`src/rtl/eth_port_if.sv`:
```
// Byte-stream handshake bundle between eth_port and its MAC/control neighbours.
// Drop-count outputs exist only when ETH_PORT_OVF_CNT_EN is defined.
interface eth_port_if #(parameter int DEPTH_LOG2 = 4);
  logic [7:0]          i_mac_rx_data;
  logic                i_mac_rx_valid;
  logic [7:0]          o_rdata;
  logic                o_rready;
  logic                i_rreq;
  logic [7:0]          i_wdata;
  logic                i_wvalid;
  logic                o_wready;
  logic [7:0]          o_mac_tx_data;
  logic                o_mac_tx_valid;
  logic                i_mac_tx_ready;
  logic [DEPTH_LOG2:0] o_rx_level;
  logic [DEPTH_LOG2:0] o_tx_level;
  logic                o_rx_ovf;
  logic                o_tx_ovf;
`ifdef ETH_PORT_OVF_CNT_EN
  logic [15:0]         o_rx_drop_cnt;
  logic [15:0]         o_tx_drop_cnt;
`endif

  modport slave (
    input  i_mac_rx_data, i_mac_rx_valid, i_rreq, i_wdata, i_wvalid, i_mac_tx_ready,
    output o_rdata, o_rready, o_wready, o_mac_tx_data, o_mac_tx_valid,
           o_rx_level, o_tx_level, o_rx_ovf, o_tx_ovf
`ifdef ETH_PORT_OVF_CNT_EN
  , output o_rx_drop_cnt, o_tx_drop_cnt
`endif
  );

  modport master (
    output i_mac_rx_data, i_mac_rx_valid, i_rreq, i_wdata, i_wvalid, i_mac_tx_ready,
    input  o_rdata, o_rready, o_wready, o_mac_tx_data, o_mac_tx_valid,
           o_rx_level, o_tx_level, o_rx_ovf, o_tx_ovf
`ifdef ETH_PORT_OVF_CNT_EN
  , input  o_rx_drop_cnt, o_tx_drop_cnt
`endif
  );
endinterface

```
`src/rtl/eth_port.sv`:
```
// MAC <-> control byte bridge: independent show-ahead RX and TX FIFOs with sticky overflow.
// Optional saturating drop counters are enabled by defining ETH_PORT_OVF_CNT_EN.
module eth_port_fifo #(
  parameter int DEPTH_LOG2  = 4,
  parameter bit FULL_BYPASS = 1'b0
) (
  input  logic                clk,
  input  logic                rst_n,
  input  logic                push_req,
  input  logic [7:0]          push_data,
  input  logic                pop_req,
  output logic [7:0]          head,
  output logic                nonempty,
  output logic [DEPTH_LOG2:0] level,
  output logic                ovf
`ifdef ETH_PORT_OVF_CNT_EN
, output logic [15:0]         drop_cnt
`endif
);
  localparam int DEPTH = 1 << DEPTH_LOG2;

  logic [7:0]          mem [DEPTH];
  logic [DEPTH_LOG2:0] wr_ptr, rd_ptr;
  logic                empty, full, push, pop, drop;

  assign level    = wr_ptr - rd_ptr;
  assign empty    = (level == '0);
  assign full     = (level == (DEPTH_LOG2+1)'(DEPTH));
  assign nonempty = ~empty;
  assign pop      = pop_req & ~empty;
  // A full FIFO may still take a byte when it frees a slot in the same cycle (RX only).
  assign push     = push_req & (~full | (FULL_BYPASS & pop));
  assign drop     = push_req & ~push;
  assign head     = empty ? 8'h00 : mem[rd_ptr[DEPTH_LOG2-1:0]];

  always_ff @(posedge clk or negedge rst_n) begin
    if (!rst_n) begin
      wr_ptr <= '0;
      rd_ptr <= '0;
      ovf    <= 1'b0;
    end else begin
      if (push) wr_ptr <= wr_ptr + 1'b1;
      if (pop)  rd_ptr <= rd_ptr + 1'b1;
      if (drop) ovf    <= 1'b1;
    end
  end

  always_ff @(posedge clk) begin
    if (push) mem[wr_ptr[DEPTH_LOG2-1:0]] <= push_data;
  end

`ifdef ETH_PORT_OVF_CNT_EN
  always_ff @(posedge clk or negedge rst_n) begin
    if (!rst_n)                          drop_cnt <= '0;
    else if (drop && drop_cnt != 16'hFFFF) drop_cnt <= drop_cnt + 16'd1;
  end
`endif
endmodule

module eth_port #(
  parameter int DEPTH_LOG2 = 4
) (
  input  logic     i_clk,
  input  logic     i_rst,
  eth_port_if.slave bus
);
  localparam int DEPTH = 1 << DEPTH_LOG2;

  eth_port_fifo #(.DEPTH_LOG2(DEPTH_LOG2), .FULL_BYPASS(1'b1)) u_rx (
    .clk       (i_clk),
    .rst_n     (i_rst),
    .push_req  (bus.i_mac_rx_valid),
    .push_data (bus.i_mac_rx_data),
    .pop_req   (bus.i_rreq),
    .head      (bus.o_rdata),
    .nonempty  (bus.o_rready),
    .level     (bus.o_rx_level),
    .ovf       (bus.o_rx_ovf)
`ifdef ETH_PORT_OVF_CNT_EN
  , .drop_cnt  (bus.o_rx_drop_cnt)
`endif
  );

  eth_port_fifo #(.DEPTH_LOG2(DEPTH_LOG2), .FULL_BYPASS(1'b0)) u_tx (
    .clk       (i_clk),
    .rst_n     (i_rst),
    .push_req  (bus.i_wvalid),
    .push_data (bus.i_wdata),
    .pop_req   (bus.i_mac_tx_ready),
    .head      (bus.o_mac_tx_data),
    .nonempty  (bus.o_mac_tx_valid),
    .level     (bus.o_tx_level),
    .ovf       (bus.o_tx_ovf)
`ifdef ETH_PORT_OVF_CNT_EN
  , .drop_cnt  (bus.o_tx_drop_cnt)
`endif
  );

  // Derived from stored level only, so the MAC's ready never reaches o_wready.
  assign bus.o_wready = (bus.o_tx_level != (DEPTH_LOG2+1)'(DEPTH));
endmodule

```
`src/flat_wrapper.sv`:
```
// flat-port wrapper written by rule: the top's interface ports become plain ports
module eth_port_flat 
#(
  parameter int DEPTH_LOG2 = 4
)
  (i_clk, i_rst, bus_i_mac_rx_data, bus_i_mac_rx_valid, bus_i_rreq, bus_i_wdata, bus_i_wvalid, bus_i_mac_tx_ready, bus_o_rdata, bus_o_rready, bus_o_wready, bus_o_mac_tx_data, bus_o_mac_tx_valid, bus_o_rx_level, bus_o_tx_level, bus_o_rx_ovf, bus_o_tx_ovf);
  eth_port_if #(.DEPTH_LOG2(DEPTH_LOG2)) bus_i ();
  input  logic i_clk;
  input  logic i_rst;
  input wire logic [$bits(bus_i.i_mac_rx_data)-1:0] bus_i_mac_rx_data;
  input wire logic [$bits(bus_i.i_mac_rx_valid)-1:0] bus_i_mac_rx_valid;
  input wire logic [$bits(bus_i.i_rreq)-1:0] bus_i_rreq;
  input wire logic [$bits(bus_i.i_wdata)-1:0] bus_i_wdata;
  input wire logic [$bits(bus_i.i_wvalid)-1:0] bus_i_wvalid;
  input wire logic [$bits(bus_i.i_mac_tx_ready)-1:0] bus_i_mac_tx_ready;
  output wire logic [$bits(bus_i.o_rdata)-1:0] bus_o_rdata;
  output wire logic [$bits(bus_i.o_rready)-1:0] bus_o_rready;
  output wire logic [$bits(bus_i.o_wready)-1:0] bus_o_wready;
  output wire logic [$bits(bus_i.o_mac_tx_data)-1:0] bus_o_mac_tx_data;
  output wire logic [$bits(bus_i.o_mac_tx_valid)-1:0] bus_o_mac_tx_valid;
  output wire logic [$bits(bus_i.o_rx_level)-1:0] bus_o_rx_level;
  output wire logic [$bits(bus_i.o_tx_level)-1:0] bus_o_tx_level;
  output wire logic [$bits(bus_i.o_rx_ovf)-1:0] bus_o_rx_ovf;
  output wire logic [$bits(bus_i.o_tx_ovf)-1:0] bus_o_tx_ovf;
  assign bus_i.i_mac_rx_data = bus_i_mac_rx_data;
  assign bus_i.i_mac_rx_valid = bus_i_mac_rx_valid;
  assign bus_i.i_rreq = bus_i_rreq;
  assign bus_i.i_wdata = bus_i_wdata;
  assign bus_i.i_wvalid = bus_i_wvalid;
  assign bus_i.i_mac_tx_ready = bus_i_mac_tx_ready;
  assign bus_o_rdata = bus_i.o_rdata;
  assign bus_o_rready = bus_i.o_rready;
  assign bus_o_wready = bus_i.o_wready;
  assign bus_o_mac_tx_data = bus_i.o_mac_tx_data;
  assign bus_o_mac_tx_valid = bus_i.o_mac_tx_valid;
  assign bus_o_rx_level = bus_i.o_rx_level;
  assign bus_o_tx_level = bus_i.o_tx_level;
  assign bus_o_rx_ovf = bus_i.o_rx_ovf;
  assign bus_o_tx_ovf = bus_i.o_tx_ovf;
  eth_port #(.DEPTH_LOG2(DEPTH_LOG2)) u_core (.i_clk(i_clk), .i_rst(i_rst), .bus(bus_i));
endmodule
```
`config.mk`:
```
export PLATFORM = sky130hd
export DESIGN_NAME = eth_port_flat
export DESIGN_NICKNAME = d
export VERILOG_FILES = /design/src/rtl/eth_port_if.sv /design/src/rtl/eth_port.sv /design/src/flat_wrapper.sv
export SDC_FILE = /design/constraint.sdc
export NUM_CORES = 1
export LEC_CHECK = 0
export CAP_MARGIN = 20
export CORE_AREA = 2 2 143 145
export CTS_BUF_LIST = sky130_fd_sc_hd__clkbuf_4 sky130_fd_sc_hd__clkbuf_8 sky130_fd_sc_hd__clkbuf_16
export CTS_CLUSTER_DIAMETER = 60
export CTS_CLUSTER_SIZE = 12
export DETAILED_ROUTE_END_ITERATION = 10
export DIE_AREA = 0 0 145 147
export DONT_BUFFER_PORTS = 1
export GPL_ROUTABILITY_DRIVEN = 0
export PLACE_DENSITY = 0.74
export SYNTH_ARGS = -nofsm -noshare
export SYNTH_HDL_FRONTEND = slang
export SYNTH_HIERARCHICAL = 1
export SYNTH_SLANG_ARGS = --single-unit
export TNS_END_PERCENT = 5
```
`constraint.sdc`:
```
create_clock -name i_clk -period 5.15 [get_ports i_clk]
set_input_delay 1.03 -clock i_clk [delete_from_list [all_inputs] [get_ports i_clk]]
set_output_delay 1.03 -clock i_clk [all_outputs]
set_load 0.03 [all_outputs]
```
==> results.toml <==
[status]
outcome = "complete, no violations"

[synthesis]
synth_top_family_by_area = "multiplexers"
yosysMostFrequentCell = "edfxtp_1"
synth.largest_area_cell = "edfxtp_1"
synth_cell_type_count = 58
synth_top_area_share_pct = 65.6
yosys.area_share.adder_pct = 2.26
synth-seq-area-share_pct = 70.3
ys_ff_latch = 278
netlist_top_cells_count = "256 x edfxtp_1, 64 x mux4_2, 41 x nand2_1"
synth-edff-count = 256
post_synth_xor_area_fraction_pct = 1.71
syn_nets = 655
synthArstFlopShare_pct = 7.91
synth_cells = 613
synth_area_sq_um = 11700
yosysWarnings = 6
synthSimpleGateAreaFrac_pct = 6.93
ys_top_cells_by_area = "edfxtp_1 66%, mux4_2 12%, dfrtp_1 4.7%"
synthFlopType = "edfxtp_1"
synthMuxAreaShare_pct = 14.1
syn_area_per_cell_sq_um = 19.1
synth_compound_area_share_pct = 2.40

[drt]
dr.pass1.iters = 5
drc = 0
vias = 5722
ant_nets = 0
dr.first_iter.drc_count = 554
via_per_inst = 6.12
drt_wl_total_um = 22900
routedWlPerCell_um = 24.5

[placement]
numPortBuffers = 0
place_ws_ns = 0.566
dp.cells = 879
placed_area_sq_um = 12100
hpwlAfterDp_um = 14500

[setup_path]
cp.required_ns = 4.12
crit_fanout = 28
reg2reg_from = "u_core/u_rx/rd_ptr[1]"
rr_endpoint = "u_core/u_rx/mem[7][2]"
arrival_ns = 3.88
critPathLaunchType = "flip-flop"
crit_type = "reg -> out"
endpoint_kind = "output port"
r2r_slack_ns = 0.93
ff2ff_path_depth = 8
crit_start = "u_core/u_rx/rd_ptr[1]"

[sta]
worst_slack_ns = 0.243
tns_ns = 0
final_max_slew_viol_count = 0
relSlewSlack_pct = 27.7
fin_skew_ns = 0.0201
worstMarginPinSlew_ns = 1.08
period_share_pct = 95.3
rsz0062_at_grt = "no"
max_clock_freq_mhz = 204
final_hold_viol_count = 0
finalSetupViolations = 0
period_minus_slack_ns = 4.91

[power_and_ir_drop]
swShare_pct = 37.2
ir_worst_vdd_v = 0.000382
pwr-share-clk_pct = 22.6
powerDensity_nw_per_um2 = 639
power_switching_uw = 3090
p_comb_share_pct = 41.2
intPower_uw = 5210
seqPwrFrac_pct = 36.3
total_leakage_power_uw = 0.00445

[floorplan]
io_pins = 53
dieArea_sq_um = 21300
die_w_um = 145
chipHeight_um = 147
start_util_pct = 59.0
rows = 52
core_sq_um = 19800

[clock_tree]
path_clk_slew_ns = 0.07
cts_root_buf = "clkbuf_16"
hold_buffers = 0
htree_levels = 1
cts_buffer_depth = 3
clk-insertion-delay-late_ns = 0.53
clock-sinks = 278
cts_tree = "yes"
cts-buffers-inserted = 27

[global_routing]
grt_pass1_vias = 5998
grt_usage_pct = 22.2
overflow = 0
grt_max_degree = 36
antenna_found_initial = 0
grt_pass1_wl_um = 35400

[layout]
fill_cells = 1316
fin_util_pct = 65.4
fin_cells = 935
final_layout_size_suffix_gt1_share_pct = 26.3
final_cell_area_sq_um = 13000
syn_to_final_growth_pct = 10.7
final_nets = 687
diodes = 0

[job]
maxCapViolCount = 0

[worst_hold_path]
hp-class = "in -> async"
per-layer routing:
metal  share of wire [%]  track usage (%)  up-vias
met5                   0                0        -
met4                 3.4             8.76        0
met3                 5.4             4.07       45
met2                  52             38.1      173
met1                  39             28.5     2977
li1                    -                -     2527
state kept, by name (all words and copies together) (netlist names):
register	cells
u_core/u_rx/rd_ptr	5
u_core/u_tx/mem	128
u_core/u_rx/mem	128
u_core/u_rx/wr_ptr	5
u_core/u_tx/rd_ptr	5
u_core/u_rx/ovf	1
u_core/u_tx/ovf	1
u_core/u_tx/wr_ptr	5
cells in the final DEF, fill, tap and decap left out, types with 2 or more instances in the layout:
master / Yosys / routed
nand3_1: 6 / 6
mux2_1: 2 / 2
dfrtp_1: 22 / 20
mux2i_1: 16 / 16
nand2b_1: 3 / 3
a21oi_1: 4 / 4
nor3_1: 2 / 2
nand2_1: 41 / 41
nor3b_1: 3 / 3
nor2_1: 7 / 7
nor2b_1: 3 / 3
nand3b_1: 4 / 4
xnor2_1: 10 / 10
mux4_2: 64 / 64
nor4b_2: 6 / 7
and2_1: 3 / 3
clkbuf_16: 0 / 27
and4b_1: 3 / 3
ha_1: 18 / 18
mux2_4: 2 / 2
fa_1: 2 / 2
clkinv_1: 2 / 2
inv_1: 15 / 15
dfrtp_2: 0 / 2
o311ai_1: 2 / 2
edfxtp_1: 256 / 256
and3_1: 30 / 30
buf_4: 6 / 33
xor2_1: 11 / 11
nor4_2: 2 / 2
nor4_1: 2 / 2
a21o_1: 2 / 2
a211oi_1: 16 / 16
nor4bb_1: 2 / 2
clkbuf_4: 0 / 21
worst max-delay path, stage by stage (launching register included):
cell and delay, ns:
dfrtp_1 0.34, buf_4 0.36, clkinv_1 0.46, fa_1 0.60
xor2_2 0.51, and4b_4 0.30, o2bb2a_4 0.27, a211oi_1 0.29
buf_4 0.23
layout make-up:
class                      count  area, sq um  area share [%]
clock buffer                  48          840            6.47
clock inverter                 1         8.76          0.0675
inverter                      17         63.8           0.492
multi-input combinational    287         3230            24.9
sequential                   278         8240            63.5
tap                          270          338            2.60
timing repair buffer          34          255            1.97
how the worst max path moves through the flow:
stage                                end  cells after the start
finish                    bus_o_rdata[3]                      8
global route        bus_o_mac_tx_data[7]                      8
global placement      bus_o_mac_tx_valid                      7
detailed placement    bus_o_mac_tx_valid                      7
CTS                   bus_o_mac_tx_valid                      7
floorplan           bus_o_mac_tx_data[0]                     10
power groups by stage:
stage / registers (uW) / logic (uW) / clock network, uW
floorplan: 2930 / 2710 / 0
global route: 3040 / 3650 / 2000
CTS: 3010 / 3410 / 1900
detailed placement: 3050 / 3380 / 0
finish: 3010 / 3420 / 1870
global placement: 3030 / 3330 / 0
kinds of logic (layout without fill, tap and decap cells):
family,count (synthesis),in the layout
AOI/OAI and AO/OA,33,33
xor gates and xnor gates,22,22
and+or+nand+nor,128,128
buffers and inverters,48,100
DFF,278,278
muxes,84,84
adders and majority gates,20,20
per-stage QoR:
stage | hold WS, ns | total power, uW
after detailed placement | 0.479 | 6430
final | 0.187 | 8290
after floorplan | 0.460 | 5630
after global routing | 0.166 | 8680
after global placement | 0.473 | 6350
after CTS | 0.167 | 8320
timing repair:
action,4_1_cts,5_1_grt
resized for setup,0,1
setup endpoints to repair,0,9
buffers inserted,0,0
(Power assumes the default switching activity.)
